$ cat src/rtl/elpis_print_buffer_pkg.sv
// Shared widths and helpers for the Elpis print capture buffer.
package elpis_print_buffer_pkg;

   localparam int unsigned PRINT_W          = 32;
   localparam int unsigned PRINT_FIFO_DEPTH = 8;
   localparam int unsigned DROP_CNT_W       = 16;

   typedef logic [DROP_CNT_W-1:0] drop_cnt_t;

   function automatic drop_cnt_t sat_inc(input drop_cnt_t v);
      return (v == '1) ? v : v + 1'b1;
   endfunction

endpackage

$ cat src/rtl/elpis_sync_fifo.sv
// Synchronous FIFO holding captured print words; read data is the head entry, unregistered.
module elpis_sync_fifo
   import elpis_print_buffer_pkg::*;
#(
   parameter int unsigned DEPTH  = PRINT_FIFO_DEPTH,
   parameter int unsigned ADDR_W = 3
) (
   input  logic               i_clk,
   input  logic               i_reset,
   input  logic               i_wr,
   input  logic [PRINT_W-1:0] i_wr_data,
   input  logic               i_rd,
   output logic [PRINT_W-1:0] o_rd_data,
   output logic [ADDR_W:0]    o_count,
   output logic               o_full,
   output logic               o_empty
);

   localparam logic [ADDR_W:0] FULL_CNT = DEPTH[ADDR_W:0];

   logic [PRINT_W-1:0] r_mem [DEPTH];
   logic [ADDR_W-1:0]  r_wr_ptr;
   logic [ADDR_W-1:0]  r_rd_ptr;
   logic [ADDR_W:0]    r_count;

   always_ff @(posedge i_clk) begin
      if (i_reset) begin
         r_wr_ptr <= '0;
         r_rd_ptr <= '0;
         r_count  <= '0;
      end else begin
         // Pointers wrap naturally because DEPTH is a power of two.
         if (i_wr) r_wr_ptr <= r_wr_ptr + 1'b1;
         if (i_rd) r_rd_ptr <= r_rd_ptr + 1'b1;
         case ({i_wr, i_rd})
            2'b10:   r_count <= r_count + 1'b1;
            2'b01:   r_count <= r_count - 1'b1;
            default: r_count <= r_count;
         endcase
      end
   end

   always_ff @(posedge i_clk) begin
      if (i_wr) r_mem[r_wr_ptr] <= i_wr_data;
   end

   assign o_rd_data = r_mem[r_rd_ptr];
   assign o_count   = r_count;
   assign o_full    = (r_count == FULL_CNT);
   assign o_empty   = (r_count == '0);

endmodule

$ cat src/rtl/elpis_print_buffer.sv
// Captures Elpis print words into a FIFO for the host to drain via a request/valid handshake;
// captures arriving while full are dropped and counted.
module elpis_print_buffer
   import elpis_print_buffer_pkg::*;
#(
   parameter int unsigned DEPTH           = PRINT_FIFO_DEPTH,
   parameter int unsigned ADDR_W          = 3,
   parameter int unsigned CAPTURE_ON_EDGE = 1
) (
   input  logic                  i_clk,
   input  logic                  i_reset,
   input  logic                  i_print_valid,
   input  logic [PRINT_W-1:0]    i_print_data,
   input  logic                  i_host_rd_req,
   output logic [PRINT_W-1:0]    o_host_rd_data,
   output logic                  o_host_rd_valid,
   output logic [ADDR_W:0]       o_fifo_count,
   output logic                  o_fifo_empty,
   output logic                  o_fifo_full,
   output logic                  o_overflow,
   output logic [DROP_CNT_W-1:0] o_drop_count,
   input  logic                  i_clear_overflow
);

   logic                  r_prev_valid;
   logic [PRINT_W-1:0]    r_host_rd_data;
   logic                  r_host_rd_valid;
   logic                  r_overflow;
   drop_cnt_t             r_drop_count;

   logic                  w_capture;
   logic                  w_rd;
   logic                  w_wr;
   logic                  w_drop;
   logic [PRINT_W-1:0]    w_fifo_rd_data;

   assign w_capture = (CAPTURE_ON_EDGE != 0) ? (i_print_valid & ~r_prev_valid) : i_print_valid;
   // Requests against an empty FIFO are discarded, never queued or bypassed.
   assign w_rd      = i_host_rd_req & ~o_fifo_empty;
   assign w_wr      = w_capture & (~o_fifo_full | w_rd);
   assign w_drop    = w_capture & o_fifo_full & ~w_rd;

   elpis_sync_fifo #(
      .DEPTH  (DEPTH),
      .ADDR_W (ADDR_W)
   ) u_fifo (
      .i_clk     (i_clk),
      .i_reset   (i_reset),
      .i_wr      (w_wr),
      .i_wr_data (i_print_data),
      .i_rd      (w_rd),
      .o_rd_data (w_fifo_rd_data),
      .o_count   (o_fifo_count),
      .o_full    (o_fifo_full),
      .o_empty   (o_fifo_empty)
   );

   always_ff @(posedge i_clk) begin
      if (i_reset) begin
         r_prev_valid    <= 1'b0;
         r_host_rd_data  <= '0;
         r_host_rd_valid <= 1'b0;
         r_overflow      <= 1'b0;
         r_drop_count    <= '0;
      end else begin
         r_prev_valid    <= i_print_valid;
         r_host_rd_valid <= w_rd;
         if (w_rd) r_host_rd_data <= w_fifo_rd_data;
         // A drop coinciding with a clear wins and restarts the count at one.
         if (w_drop) begin
            r_overflow   <= 1'b1;
            r_drop_count <= i_clear_overflow ? drop_cnt_t'(1) : sat_inc(r_drop_count);
         end else if (i_clear_overflow) begin
            r_overflow   <= 1'b0;
            r_drop_count <= '0;
         end
      end
   end

   assign o_host_rd_data  = r_host_rd_data;
   assign o_host_rd_valid = r_host_rd_valid;
   assign o_overflow      = r_overflow;
   assign o_drop_count    = r_drop_count;

endmodule

$ cat config.mk
export PLATFORM = sky130hd
export DESIGN_NAME = elpis_print_buffer
export DESIGN_NICKNAME = d
export VERILOG_FILES = /design/src/rtl/elpis_print_buffer_pkg.sv /design/src/rtl/elpis_sync_fifo.sv /design/src/rtl/elpis_print_buffer.sv
export SDC_FILE = /design/constraint.sdc
export NUM_CORES = 1
export LEC_CHECK = 0
export CAP_MARGIN = 30
export CORE_MARGIN = 3
export CORE_UTILIZATION = 52
export CTS_CLUSTER_DIAMETER = 80
export DETAILED_ROUTE_END_ITERATION = 16
export PLACE_DENSITY = 0.76
export SYNTH_ARGS = -nofsm -noshare
export SYNTH_HDL_FRONTEND = slang
export SYNTH_SLANG_ARGS = --single-unit
$ cat constraint.sdc
create_clock -name i_clk -period 5.5 [get_ports i_clk]
set_input_delay 1.375 -clock i_clk [delete_from_list [all_inputs] [get_ports i_clk]]
set_output_delay 1.375 -clock i_clk [all_outputs]
set_load 0.1 [all_outputs]
==> reports/qor.csv <==
stage,metric,value,unit
clock_network,path_clk_slew,0.06,ns
die,start_util,53.41,%
worst_setup_path,worstRegToRegCells,6,
worst_setup_path,r2r_start,u_fifo.o_count[0],
placed_design,dp_hpwl,14.50,mm
clock_network,cts_buffer_depth,3,
power_and_ir_drop,power_frac_seq,46.1,%
worst_setup_path,critPathLaunchType,flip-flop,
synth,synth_top_cell_by_area,edfxtp_1,
sta,worstMarginPinSlew,1.024,ns
global_route,grt_first_pass_wirelength,39.03,mm
placed_design,portBuffers,92,
cells_and_area,antenna_cells,0,
sta,fin_tns_setup,0,ns
synth,syn_nets,713,
global_route,grt.total_usage,19.65,%
worst_setup_path,rr_endpoint,u_fifo.r_mem[7][22],
clock_network,clkLatencyLatePin,0.51,ns
power_and_ir_drop,irDropWorstVdd,0.2923,mV
power_and_ir_drop,power_frac_clock,35.0,%
sta,rsz0062_at_grt,no,
clock_network,cts_tree,yes,
worst_setup_path,crit_arrival,2.76,ns
sta,fin_crit,4.140,ns
worst_setup_path,rrSetupSlack,2.92,ns
synth,synthCells,672,
synth,syn_area_per_cell,18.16,sq um
flow_run,maxCapViolations,0,
die,core_area,22850,sq um
power_and_ir_drop,p_int,4366,uW
clock_network,postCtsResizedCells,0,
global_route,gr-total-overflow,0,
die,die_w,159.2,um
cells_and_area,fin_cells,1115,
power_and_ir_drop,p_per_area,417.7,nW/um^2
sta,min_period_over_period,75.27,%
synth,ys.flop_type,edfxtp_1,
worst_setup_path,worst-path-max-fanout,9,
clock_network,root_buffer,clkbuf_16,
drt,dr.pass1.iters,5,
sta,final_max_slew_viol_count,0,
die,die_h,159.2,um
drt,vias,6572,
synth,async_reset_ff_share,0,%
cells_and_area,area_delta_synth_final,20.03,%
synth,synth_warnings,0,
clock_network,hold_buffers,0,
min_path,worstHoldStart,o_overflow,
placed_design,dp.cells,1055,
global_route,antenna_found_initial,0,
clock_network,htreeDepth,2,
power_and_ir_drop,p_leak,0.004558,uW
clock_network,postCtsSetupBuffers,0,
synth,yosysSeqAreaShare,73.00,%
cells_and_area,drive_gt1_share,18.70,%
clock_network,numCtsBuffers,34,
drt,drt-initial-drc-count,428,
drt,detail-route-antenna-nets,0,
worst_setup_path,cp.required,4.12,ns
power_and_ir_drop,power_switching,1753,uW
synth,synth_top_area_share,63.00,%
drt,drc,0,
sta,finClkSkew,0.01030,ns
die,dieArea,25340,sq um
worst_setup_path,worstSetupPathType,reg2out,
synth,synthTopCellsByArea,"edfxtp_1 63%, mux4_2 12%, dfxtp_1 10%",
global_route,grt_pass1_vias,6904,
power_and_ir_drop,combPwrFrac,18.9,%
die,num_rows,55,
drt,drt-total-wl,24.77,mm
cells_and_area,filler_cell_count,1536,
min_path,hold_path_class,reg2reg,
placed_design,place_congestion,0.8084,
sta,max_slew_margin,31.72,%
synth,synth-seq-cells,317,
sta,fmax,0.2416,GHz
worst_setup_path,end_kind,primary output,
die,ios,93,
min_path,hold_end,o_overflow,
clock_network,clock-sinks,317,
sta,hold_violations,0,
global_route,grt_max_degree,67,
synth,synth_edf_count,256,
worst_setup_path,critPathLaunch,u_fifo.o_count[0],
power_and_ir_drop,netSwitchingFraction,28.65,%
status,status,finished clean,
drt,vias_per_cell,5.894,
sta,setup_viol,0,
drt,wl_per_cell,22.22,um
synth,synth.distinct_cells,46,
synth,syn-cell-area,12200,sq um
min_path,holdPathStages,2,
cells_and_area,fin_nets,819,
## how the worst max path moves through the flow
| stage | depth (start not counted) | to | slack [ns] |
|---|---|---|---|
| finish | 3 | o_fifo_full | 1.36 |
| global route | 3 | o_fifo_full | 1.31 |
| CTS | 3 | o_fifo_full | 1.35 |
| detailed placement | 6 | u_fifo.r_mem[5][24] | 1.69 |
| global placement | 5 | u_fifo.r_mem[5][24] | 1.56 |
| floorplan | 8 | u_fifo.o_count[2] | 0.009 |
## placed cells by master (no fill, tap or decap), types with 17 or more instances in the layout
cell / n
nor2_1: 41
edfxtp_1: 256
nand2_1: 18
clkbuf_16: 35
a21oi_1: 17
mux4_2: 64
clkdlybuf4s50_1: 91
dfxtp_1: 58
mux2i_1: 36
a211oi_1: 34
## state kept, by name (all words and copies together) (netlist names)
| name | count |
|---|---|
| o_host_rd_data | 32 |
| u_fifo.r_rd_ptr | 3 |
| o_host_rd_valid | 1 |
| u_fifo.o_count | 4 |
| o_overflow | 1 |
| u_fifo.r_wr_ptr | 3 |
| u_fifo.r_mem | 256 |
| r_prev_valid | 1 |
| o_drop_count | 16 |
## final cells by class
type	instances	area [sq um]	share of cell area [%]
repair buffers	109	1116	7.619
inverters	4	27.53	0.1879
clock inverters	20	145.1	0.9909
clock buffers	40	904.6	6.176
flip-flops and latches	317	8917	60.88
multi-input cells	312	3146	21.47
well taps	313	391.6	2.674
## Yosys cell counts, types with 7 or more instances
cell type  number
nor2_1         44
edfxtp_1      256
and3_1          7
o31ai_1         8
nand2_1        18
clkbuf_1       23
nor3_1          9
mux2i_1        36
mux4_2         64
or4_1           9
dfxtp_1        61
buf_2           8
a21oi_1        17
a211oi_1       34
## critical path, stage by stage, from the launching register on
cell	delay, ns
dfxtp_1	0.40
or4b_4	0.65
clkinv_8	0.09
clkdlybuf4s50_1	1.12
## per-layer routing
layer	wire length [um]	global-route usage, %	share of wire, %
met1	10460	26.76	42
met2	12290	32.55	50
met3	1454	3.798	5.9
met4	566	6.168	2.3
met5	0	0	0
## power groups by stage
stage / clock network [uW] / registers [uW] / logic (uW)
final: 2140 / 2820 / 1150
after global routing: 2280 / 2840 / 1210
after CTS: 2190 / 2830 / 1160
after detailed placement: 0 / 2880 / 1160
after global placement: 0 / 2870 / 1140
after floorplan: 0 / 3220 / 514
## metrics by stage
step / setup slack [ns] / utilization (%) / total power [uW] / hold slack [ns] / cell area (sq um)
2_1_floorplan: 0.009224 / - / 3738 / 0.4976 / 12200
3_3_place_gp: 1.555 / 59.07 / 4004 / 0.4679 / 13500
3_5_place_dp: 1.686 / 59.52 / 4032 / 0.4708 / 13600
4_1_cts: 1.347 / 64.11 / 6180 / 0.4791 / 14650
5_1_grt: 1.311 / 64.11 / 6339 / 0.5165 / 14650
6_report: 1.360 / 64.11 / 6118 / 0.4753 / 14650
## kinds of logic after synthesis
family	after synthesis	share of synthesized area, %
buf+inv	43	1.630
compound gates	75	4.265
simple gates	127	5.475
xor+xnor	5	0.3589
fa+ha+maj	4	0.4101
flops	317	73.00
mux	101	14.86
Note: power is estimated with default switching activity, not from simulation.
